[src/rtl/alu_flags_writeback.sv]
// Writeback stage after the add/subtract unit: a result FIFO toward the register file,
// plus the architectural NZCV register whose carry feeds back to the adder for ADCS.
module alu_flags_writeback #(
    parameter int unsigned WIDTH = 32,
    parameter int unsigned DEPTH = 2,
    parameter int unsigned TAGW  = 4
) (
    input  logic                     clk,
    input  logic                     rst_n,
    input  logic                     in_valid,
    output logic                     in_ready,
    input  logic [WIDTH-1:0]         in_s,
    input  logic                     in_n,
    input  logic                     in_z,
    input  logic                     in_c,
    input  logic                     in_v,
    input  logic                     in_setflags,
    input  logic [TAGW-1:0]          in_rd,
    input  logic                     flags_wr_en,
    input  logic [3:0]               flags_wr_data,
    output logic [3:0]               apsr,
    output logic                     carry_fb,
    output logic                     out_valid,
    input  logic                     out_ready,
    output logic [WIDTH-1:0]         out_data,
    output logic [TAGW-1:0]          out_rd,
    output logic [$clog2(DEPTH):0]   count
);

    localparam int unsigned PW = $clog2(DEPTH);
    localparam int unsigned CW = PW + 1;

    typedef struct packed {
        logic [TAGW-1:0]  rd;
        logic [WIDTH-1:0] data;
    } entry_t;

    entry_t          mem [DEPTH];
    logic [PW-1:0]   wr_ptr;
    logic [PW-1:0]   rd_ptr;
    logic            acc;
    logic            pop;
    logic [CW-1:0]   count_nxt;

    // Handshakes and next occupancy
    always_comb begin
        acc       = in_valid & in_ready;
        pop       = out_valid & out_ready;
        count_nxt = count;
        case ({acc, pop})
            2'b10:   count_nxt = count + CW'(1);
            2'b01:   count_nxt = count - CW'(1);
            default: count_nxt = count;
        endcase
    end

    // Pointers, occupancy, and ready/valid registered from next occupancy
    always_ff @(posedge clk or negedge rst_n) begin
        if (!rst_n) begin
            wr_ptr    <= '0;
            rd_ptr    <= '0;
            count     <= '0;
            in_ready  <= 1'b1;
            out_valid <= 1'b0;
        end else begin
            if (acc) wr_ptr <= wr_ptr + PW'(1);
            if (pop) rd_ptr <= rd_ptr + PW'(1);
            count     <= count_nxt;
            in_ready  <= (count_nxt != CW'(DEPTH));
            out_valid <= (count_nxt != '0);
        end
    end

    // Storage is cleared on reset so the head reads zero when empty
    always_ff @(posedge clk or negedge rst_n) begin
        if (!rst_n) begin
            for (int i = 0; i < int'(DEPTH); i++) mem[i] <= '0;
        end else if (acc) begin
            mem[wr_ptr] <= '{rd: in_rd, data: in_s};
        end
    end

    assign out_data = mem[rd_ptr].data;
    assign out_rd   = mem[rd_ptr].rd;

    // Flags commit at acceptance; a direct write overrides a same-cycle flag-setting op
    always_ff @(posedge clk or negedge rst_n) begin
        if (!rst_n) begin
            apsr <= 4'b0000;
        end else if (flags_wr_en) begin
            apsr <= flags_wr_data;
        end else if (acc && in_setflags) begin
            apsr <= {in_n, in_z, in_c, in_v};
        end
    end

    assign carry_fb = apsr[1];

endmodule

[config.mk]
export PLATFORM = sky130hd
export DESIGN_NAME = alu_flags_writeback
export DESIGN_NICKNAME = d
export VERILOG_FILES = /design/src/rtl/alu_flags_writeback.sv
export SDC_FILE = /design/constraint.sdc
export NUM_CORES = 1
export LEC_CHECK = 0
export CORE_MARGIN = 2
export CORE_UTILIZATION = 53
export CTS_CLUSTER_SIZE = 24
export DETAILED_ROUTE_END_ITERATION = 8
export MAX_ROUTING_LAYER = met4
export PLACE_DENSITY = 0.86
export SLEW_MARGIN = 5
export SYNTH_ARGS = -nofsm -noshare
export SYNTH_HDL_FRONTEND = slang
export SYNTH_SLANG_ARGS = --single-unit
export TNS_END_PERCENT = 10
[constraint.sdc]
create_clock -name clk -period 3.4 [get_ports clk]
set_clock_uncertainty 0.2 [all_clocks]
set_input_delay 0.68 -clock clk [delete_from_list [all_inputs] [get_ports clk]]
set_output_delay 0.68 -clock clk [all_outputs]
set_load 0.02 [all_outputs]
Word-level counts from Yosys, hierarchy flattened
Index checks and enable logic that the tools add are counted.
{ "word_totals": {"reg_bits": 82, "inputBits": 50, "out_inout_bits": 45, "elab_cells": 37} }
{ "op_classes": {"add_sub_neg": 4, "n_lt_le_gt_ge": 3, "eq_ne": 3, "n_mux": 9, "bitwise_logic": 4, "reduce_logical": 4} }
{ "op_table": {"columns": ["operator", "n"], "rows": [
  ["36-bit two-way mux", 4],
  ["72-bit bitwise mux", 1],
  ["36-bit demux with 1-bit select", 1],
  ["4-bit two-way mux", 2],
  ["2-bit >= comparator (second input constant)", 2],
  ["1-bit NOT with 2-bit output", 2],
  ["2-bit one-hot mux with 2 select lines", 1],
  ["2-bit nonzero test", 2],
  ["1-bit adder (second input constant)", 2],
  ["2-bit by 1-bit adder with 2-bit output (second input constant)", 1],
  ["1-bit bitwise AND", 2],
  ["2-bit by 1-bit equality test with 1-bit output (second input constant)", 1],
  ["2-bit equality test (second input constant)", 1],
  ["1-bit logical AND", 2],
  ["2-bit by 1-bit less-than comparator with 1-bit output (second input constant)", 1],
  ["2-bit != test (second input constant)", 1],
  ["2-bit by 1-bit subtractor with 2-bit output (second input constant)", 1]
]} }

Longest topological paths before layout
Gate-level depths: netlist of the first run.
{ "depth": {"word_depth": 6, "depth_mapped": 5, "depth_no_buf": 5} }

Worst setup path after synthesis of the first run
OpenSTA, ideal clock, no wires.
{ "synth_path": {"kind": "register to output", "start": "register rd_ptr", "end": "output out_data[0]", "t_arrival_ps": 1118, "required_time_ps": 2520, "path_slack_ps": 1402, "path_stages_with_launch": 4, "path_buffers": 2, "cell_sequence": "dfrtp_1 buf_2 buf_2 mux2_2"} }
{ "synth_via": {"elab_chain_len": 4} }
{ "synth_rtl": {"columns": ["element", "line_no", "rtl"], "rows": [
  ["start, declared", "40", "logic [PW-1:0] rd_ptr;"],
  ["start signal, assigned", "67", "if (pop) rd_ptr <= rd_ptr + PW'(1);"],
  ["1-bit NOT with 2-bit output (not written as such)", "83", "assign out_data = mem[rd_ptr].data;"],
  ["36-bit two-way mux (3 in a row)", null, null],
  ["end, declared", "25", "output logic [WIDTH-1:0] out_data,"]
]} }
No other way between the ends. The select of a mux whose other input is x is not followed.

Worst setup path in the final report of the first run
{ "layout_path": {"start": "register rd_ptr", "end": "output out_data[24]"} }
The elaborated chain is that of the path after synthesis.

==> results of run 1 <==
[synthesized netlist by cell type]
cell                       count
sky130_fd_sc_hd__dfrtp_1      81
sky130_fd_sc_hd__mux2_2       79
sky130_fd_sc_hd__mux2_4       29
sky130_fd_sc_hd__nand2_1       8
sky130_fd_sc_hd__buf_2         7
sky130_fd_sc_hd__mux2i_1       4
sky130_fd_sc_hd__o21ai_0       4
sky130_fd_sc_hd__buf_12        3
sky130_fd_sc_hd__xor2_1        3
sky130_fd_sc_hd__a31oi_1       2
sky130_fd_sc_hd__clkbuf_1      2
sky130_fd_sc_hd__nor2_1        2
sky130_fd_sc_hd__xnor2_1       2
sky130_fd_sc_hd__a21oi_1       1
sky130_fd_sc_hd__and2_1        1
sky130_fd_sc_hd__buf_4         1
sky130_fd_sc_hd__buf_6         1
sky130_fd_sc_hd__dfstp_2       1
sky130_fd_sc_hd__ha_1          1
sky130_fd_sc_hd__inv_1         1
sky130_fd_sc_hd__nand2_2       1
sky130_fd_sc_hd__nand3_2       1
sky130_fd_sc_hd__nor3_1        1
sky130_fd_sc_hd__or2_1         1
[final timing paths]
path | from | to | slack, ps | cells past startpoint
max in group asynchronous | rst_n | mem[55] | 2060 | 1
hold / removal | rst_n | mem[52] | 280 | 1
setup / recovery | rd_ptr | out_data[24] | 590 | 3
min in group clk | apsr[3] | apsr[3] | 280 | 2
hold reg to reg | apsr[3] | apsr[3] | 280 | 2
setup reg to reg | in_ready | mem[58] | 1520 | 4
[cells in the final DEF, fill, tap and decap left out, drive strengths merged]
master,count
mux2i,4
clkdlybuf4s50,93
xnor2,2
or2,1
dfstp,1
buf,6
nor3,1
and2,1
a21oi,1
dfrtp,81
o21ai,4
clkbuf,10
bufinv,4
clkinvlp,1
a31oi,2
nand2,9
mux2,108
xor2,3
nor2,2
nand3,1
inv,2
ha,1
[flip-flops by register name, summed over array words and instances, names as in the netlist]
name and flops:
apsr 4, mem 72, count 2, out_valid 1
in_ready 1, rd_ptr 1, wr_ptr 1
[layer usage]
| layer | up-vias | GRT usage, % | share of wire, % |
|---|---|---|---|
| li1 | 1029 | - | - |
| met1 | 1101 | 27.1 | 46 |
| met2 | 64 | 30.8 | 48 |
| met3 | 9 | 3.86 | 4.9 |
| met4 | 0 | 7.97 | 1.3 |
| met5 | - | - | 0 |
[critical path, delay by kind of cell (launching register included)]
family	cells	cell delay (ps)
flops	1	350
mux	1	370
buf+inv	2	840
[area by class of cell]
class / count / area [um^2]
clock buffers: 10 / 138
flip-flops and latches: 82 / 2050
multi-input cells: 140 / 1530
repair buffers: 99 / 976
fillers: 477 / 1840
well taps: 96 / 120
inverters: 1 / 3.75
clock inverters: 6 / 136
[cell families after synthesis]
family | after synthesis
simple gates | 15
compound gates | 7
mux | 112
flops | 82
buf+inv | 15
fa+ha+maj | 1
xor+xnor | 5
[per-stage QoR]
stage	area, um^2	worst slack [ps]	std cells
2_1_floorplan	3710	1400	237
3_3_place_gp	4680	887	418
3_5_place_dp	4680	855	418
4_1_cts	4960	566	434
5_1_grt	4960	519	434
6_report	4960	590	434
[power by group]
part / leakage [nW] / switching, W / internal (W)
sequential: 0.963 / 0.000271 / 0.00146
combinational: 1.08 / 0.00112 / 0.00156
clock: 0.133 / 0.000359 / 0.000585
==> impl_results.rst, run 1 <==
.. list-table::
   :header-rows: 1

   * - Metric
     - Value
   * - Mux share of post-synthesis cell area
     - 36.8%
   * - RSZ-0062 raised after global routing
     - no
   * - Critical path launch point type
     - register
   * - Remaining antenna violation count
     - 0
   * - IO Count
     - 95
   * - Synth top area share
     - 54.7%
   * - Count of yosys warnings during synthesis
     - 0
   * - Average wire per standard cell
     - 16.4 um
   * - Placeable Area
     - 6790 um^2
   * - Starting utilization of the core area
     - 54.6%
   * - Maximum VDD drop
     - 604 uV
   * - Min cycle time layout
     - 2810 ps
   * - Setup violation total in the final timing report
     - 0
   * - Die area
     - 7680 um^2
   * - Setup TNS
     - 0 ps
   * - Number of hold-slack violations in the final timing report
     - 0
   * - Final wirelength
     - 7120 um
   * - Power, Total
     - 0.00536 W
   * - Clock tree from TritonCTS
     - yes
   * - Instance count of the mapped netlist
     - 237
   * - Via count of the first global-routing pass
     - 2360
   * - Slew Viols, Final
     - 0
   * - Final weighted congestion of routability-driven global placement
     - 0.687
   * - Critical Path End Type
     - output port
   * - Half-perimeter wire length after detailed placement
     - 4780 um
   * - CP cell instances
     - buf_4, mux2_2, clkdlybuf4s50_1
   * - Sinks on Clock Net
     - 82
   * - Slew of the pin with the lowest slew margin
     - 999 ps
   * - Power density over cell area
     - 1080 nW/um^2
   * - Number of antenna diodes
     - 0
   * - Count of H-tree levels built during CTS
     - 3
   * - FMAX
     - 356 MHz
   * - Total global routing overflow
     - 0
   * - Dominant combinational cell family by area after synthesis
     - multiplexers
   * - Delay of the slowest cell on the worst path
     - 560 ps
   * - CTS max path bufs
     - 2
   * - Total global routing track utilization
     - 20.3%
   * - Number of register bits inferred by synthesis
     - 82
   * - Number of max-cap violations
     - 0
   * - Critical Path Slowest Stage Cell
     - sky130_fd_sc_hd__clkdlybuf4s50_1
   * - Net count of the finished layout
     - 384
   * - Synthesis-to-finish area growth
     - 33.7%
   * - Hold slack
     - 281 ps
   * - Fraction of the mapped netlist area in compound gates
     - 1.01%
   * - Average instance area after synthesis
     - 15.6 um^2
   * - Post-CTS setup buffer count
     - 0
   * - Maximum number of pins on one net before global-route repair
     - 83
   * - Kind of path behind the tightest hold check
     - in2async
   * - Via count
     - 2203
   * - Critical path start-end classification
     - reg2out
   * - Count of different cell masters after synthesis
     - 24
   * - Num CTS Buffers
     - 9
   * - Clock transition at the registers of the reported paths
     - 80 ps
   * - Worst slew slack as a fraction of its limit
     - 33.4%
   * - Clk_lat worst skew
     - 350 ps
   * - Netlist area before placement
     - 3710 um^2
   * - Root buffer selected by CTS
     - sky130_fd_sc_hd__clkbuf_8
   * - Count of hold-fix buffers inserted at cts
     - 0
   * - Initial antenna violation count
     - 0
   * - Vias per inst
     - 5.08
   * - Most area-consuming cells after synthesis
     - sky130_fd_sc_hd__dfrtp_1 55%, sky130_fd_sc_hd__mux2_2 24%, sky130_fd_sc_hd__mux2_4 12%
   * - Library cell occupying the most area in the post-synthesis netlist
     - sky130_fd_sc_hd__dfrtp_1
   * - Run status
     - finished, final reports clean
   * - Synth Area in Adders
     - 0.337%
   * - DRC violation total after the first TritonRoute iteration
     - 92
   * - Static Leakage
     - 2.17 nW
   * - DRC violation count after routing
     - 0
   * - Simple-Gate Fraction of Synth Area
     - 1.92%
   * - Largest driver fanout on the critical path
     - 21
   * - Post-route fraction of the period consumed by the critical path
     - 82.6%
   * - Chip height
     - 87.7 um
   * - Cts repair resizes
     - 0
   * - Fraction of layout instances using a drive strength above 1
     - 39.6%
   * - Initial DRT Pass Iterations
     - 4
   * - XOR/XNOR Fraction of Synth Area
     - 1.18%
   * - Number of cell rows
     - 30
   * - First-pass GRT wire length
     - 11500 um
   * - Final core utilization
     - 73.0%
   * - Mapped Nets
     - 288
   * - Sequential area share after synthesis
     - 55.4%
   * - Die Width
     - 87.7 um
   * - Required time of the critical path
     - 2520 ps
   * - Arr. time, crit path
     - 1930 ps
   * - Number of buffers added on ports
     - 94
(Power assumes the default switching activity.)
==> run 2: changes to the inputs <==
--- a/config.mk
+++ b/config.mk
@@ -6,11 +6,11 @@
 export NUM_CORES = 1
 export LEC_CHECK = 0
 export CORE_MARGIN = 2
-export CORE_UTILIZATION = 53
+export CORE_UTILIZATION = 49
 export CTS_CLUSTER_SIZE = 24
 export DETAILED_ROUTE_END_ITERATION = 8
 export MAX_ROUTING_LAYER = met4
-export PLACE_DENSITY = 0.86
+export PLACE_DENSITY = 0.8
 export SLEW_MARGIN = 5
 export SYNTH_ARGS = -nofsm -noshare
 export SYNTH_HDL_FRONTEND = slang
==> constraint.sdc (replaced) <==
create_clock -name clk -period 2.67 [get_ports clk]
set_clock_uncertainty 0.2 [all_clocks]
set_input_delay 0.534 -clock clk [delete_from_list [all_inputs] [get_ports clk]]
set_output_delay 0.534 -clock clk [all_outputs]
set_load 0.02 [all_outputs]
==> run 2 against run 1 <==
Against the previous run: core utilization is 5.1 points lower; clock power fell by 5.7%; hold slack better by 9.6 ps; register-to-register slack got worse by 710 ps; critical path type unchanged; largest cell class unchanged; largest power group unchanged.
==> impl_results.rst, run 2 (synthesized netlist as in run 1, its figures left out) <==
.. list-table::
   :header-rows: 1

   * - Metric
     - Value
   * - DRC violation count after routing
     - 0
   * - Placeable Area
     - 7290 um^2
   * - Die Width
     - 91.0 um
   * - Post-route fraction of the period consumed by the critical path
     - 97.5%
   * - Die area
     - 8280 um^2
   * - Final wirelength
     - 7090 um
   * - RSZ-0062 raised after global routing
     - no
   * - Final weighted congestion of routability-driven global placement
     - 0.726
   * - Average wire per standard cell
     - 16.1 um
   * - Sinks on Clock Net
     - 82
   * - Register containing the most flip-flops in the final layout
     - mem
   * - Number of buffers added on ports
     - 94
   * - Clk_lat worst skew
     - 340 ps
   * - First-pass GRT wire length
     - 11700 um
   * - Maximum VDD drop
     - 696 uV
   * - Synthesis-to-finish area growth
     - 33.5%
   * - Half-perimeter wire length after detailed placement
     - 4880 um
   * - IO Count
     - 95
   * - Maximum number of pins on one net before global-route repair
     - 59
   * - Number of antenna diodes
     - 0
   * - Setup violation total in the final timing report
     - 0
   * - Slew of the pin with the lowest slew margin
     - 550 ps
   * - Chip height
     - 91.0 um
   * - Critical path start-end classification
     - reg2out
   * - Clock transition at the registers of the reported paths
     - 80 ps
   * - Min cycle time layout
     - 2600 ps
   * - Static Leakage
     - 2.20 nW
   * - Critical path launch point type
     - register
   * - Critical Path End Type
     - output port
   * - Most frequent standard cell in the layout excluding fill and tap cells
     - sky130_fd_sc_hd__clkdlybuf4s50_1
   * - CTS max path bufs
     - 2
   * - Num CTS Buffers
     - 9
   * - Initial antenna violation count
     - 0
   * - Via count
     - 2214
   * - Post-CTS setup buffer count
     - 0
   * - Total global routing overflow
     - 0
   * - DRC violation total after the first TritonRoute iteration
     - 64
   * - Biggest registers after layout
     - mem (72), apsr (4), count (2)
   * - Net count of the finished layout
     - 387
   * - Flip-flop count of the largest register, all copies and words added
     - 72
   * - Setup TNS
     - 0 ps
   * - Vias per inst
     - 5.03
   * - Arr. time, crit path
     - 1870 ps
   * - Starting utilization of the core area
     - 50.9%
   * - Largest driver fanout on the critical path
     - 17
   * - Run status
     - finished, final reports clean
   * - Via count of the first global-routing pass
     - 2355
   * - Worst slew slack as a fraction of its limit
     - 63.1%
   * - Total global routing track utilization
     - 18.6%
   * - Power, Total
     - 0.00654 W
   * - Number of cell rows
     - 31
   * - Slew Viols, Final
     - 0
   * - Root buffer selected by CTS
     - sky130_fd_sc_hd__clkbuf_8
   * - Count of H-tree levels built during CTS
     - 3
   * - Kind of path behind the tightest hold check
     - reg2reg
   * - Remaining antenna violation count
     - 0
   * - Clock tree from TritonCTS
     - yes
   * - Initial DRT Pass Iterations
     - 4
   * - Leading cell types in the layout, fill and taps excluded
     - 89 x sky130_fd_sc_hd__clkdlybuf4s50_1, 81 x sky130_fd_sc_hd__dfrtp_1, 79 x sky130_fd_sc_hd__mux2_2, 29 x sky130_fd_sc_hd__mux2_4, 10 x sky130_fd_sc_hd__clkbuf_8
   * - FMAX
     - 384 MHz
   * - Number of hold-slack violations in the final timing report
     - 0
   * - Hold slack
     - 290 ps
   * - Power density over cell area
     - 1320 nW/um^2
   * - Number of max-cap violations
     - 0
   * - Fraction of layout instances using a drive strength above 1
     - 39.3%
   * - Required time of the critical path
     - 1940 ps
==> run 2: cell count changes in the layout (fill, tap and decap cells not counted), moves of 2 or more <==
cell                              delta
sky130_fd_sc_hd__buf_12              +2
sky130_fd_sc_hd__clkdlybuf4s50_1     -4
sky130_fd_sc_hd__bufinv_16           -3
sky130_fd_sc_hd__clkbuf_1            +2
sky130_fd_sc_hd__dlymetal6s2s_1      +4
==> run 2: final timing paths <==
path	from	endpoint	slack [ps]	cells past startpoint
worst max register to register	in_ready	mem[52]	810	4
min in group asynchronous	rst_n	mem[16]	430	2
max in group asynchronous	rst_n	mem[49]	1220	3
worst min-delay path	apsr[3]	apsr[3]	290	2
worst min register to register	apsr[3]	apsr[3]	290	2
worst max-delay path	rd_ptr	out_data[29]	70	3
==> run 2: what timing repair did <==
item,4_1_cts,5_1_grt
hold buffers,1,0
endpoints found under the setup margin,17,12
hold endpoints to repair,23,0
gates resized for setup,1,5
==> run 2: per-layer routing <==
metal | GRT usage [%] | wire length (um)
met1 | 25.8 | 3450
met2 | 27.0 | 3240
met3 | 3.98 | 303
met4 | 7.20 | 99
met5 | - | 0
==> run 2: cell type report <==
class                      count  area, um^2
fill                         530        2340
sequential                    82        2050
multi-input combinational    140        1530
timing repair buffer         102        1040
clock buffer                  12         145
tap                           99         124
clock inverter                 4        51.3
inverter                       1        3.75
==> run 2: metrics by stage <==
stage | util, % | std cells | instance area [um^2] | setup slack (ps)
4_1_cts | 67.7 | 440 | 4940 | 18.3
6_report | 67.9 | 440 | 4950 | 67.1
5_1_grt | 67.9 | 440 | 4950 | 2.97
3_3_place_gp | 64.8 | 423 | 4730 | 315
3_5_place_dp | 64.8 | 423 | 4730 | 286
2_1_floorplan | - | 237 | 3710 | 818
==> run 2: worst max-delay path: stages (launching register included) <==
cell	delay, ps
sky130_fd_sc_hd__dfrtp_1	420
sky130_fd_sc_hd__buf_8	210
sky130_fd_sc_hd__mux2_2	370
sky130_fd_sc_hd__clkdlybuf4s50_1	540
==> run 2: report_power, final <==
group | switching, W | total, W | internal (W)
sequential | 0.000328 | 0.00219 | 0.00186
clock | 0.000431 | 0.000890 | 0.000459
combinational | 0.00144 | 0.00346 | 0.00202
==> run 3: changes to the inputs <==
--- a/config.mk
+++ b/config.mk
@@ -9,6 +9,7 @@
 export CORE_UTILIZATION = 49
 export CTS_CLUSTER_SIZE = 24
 export DETAILED_ROUTE_END_ITERATION = 8
+export GPL_ROUTABILITY_DRIVEN = 1
 export MAX_ROUTING_LAYER = met4
 export PLACE_DENSITY = 0.8
 export SLEW_MARGIN = 5
==> results of run 3 <==
Final layout, timing and power as in run 2 (identical DEF).
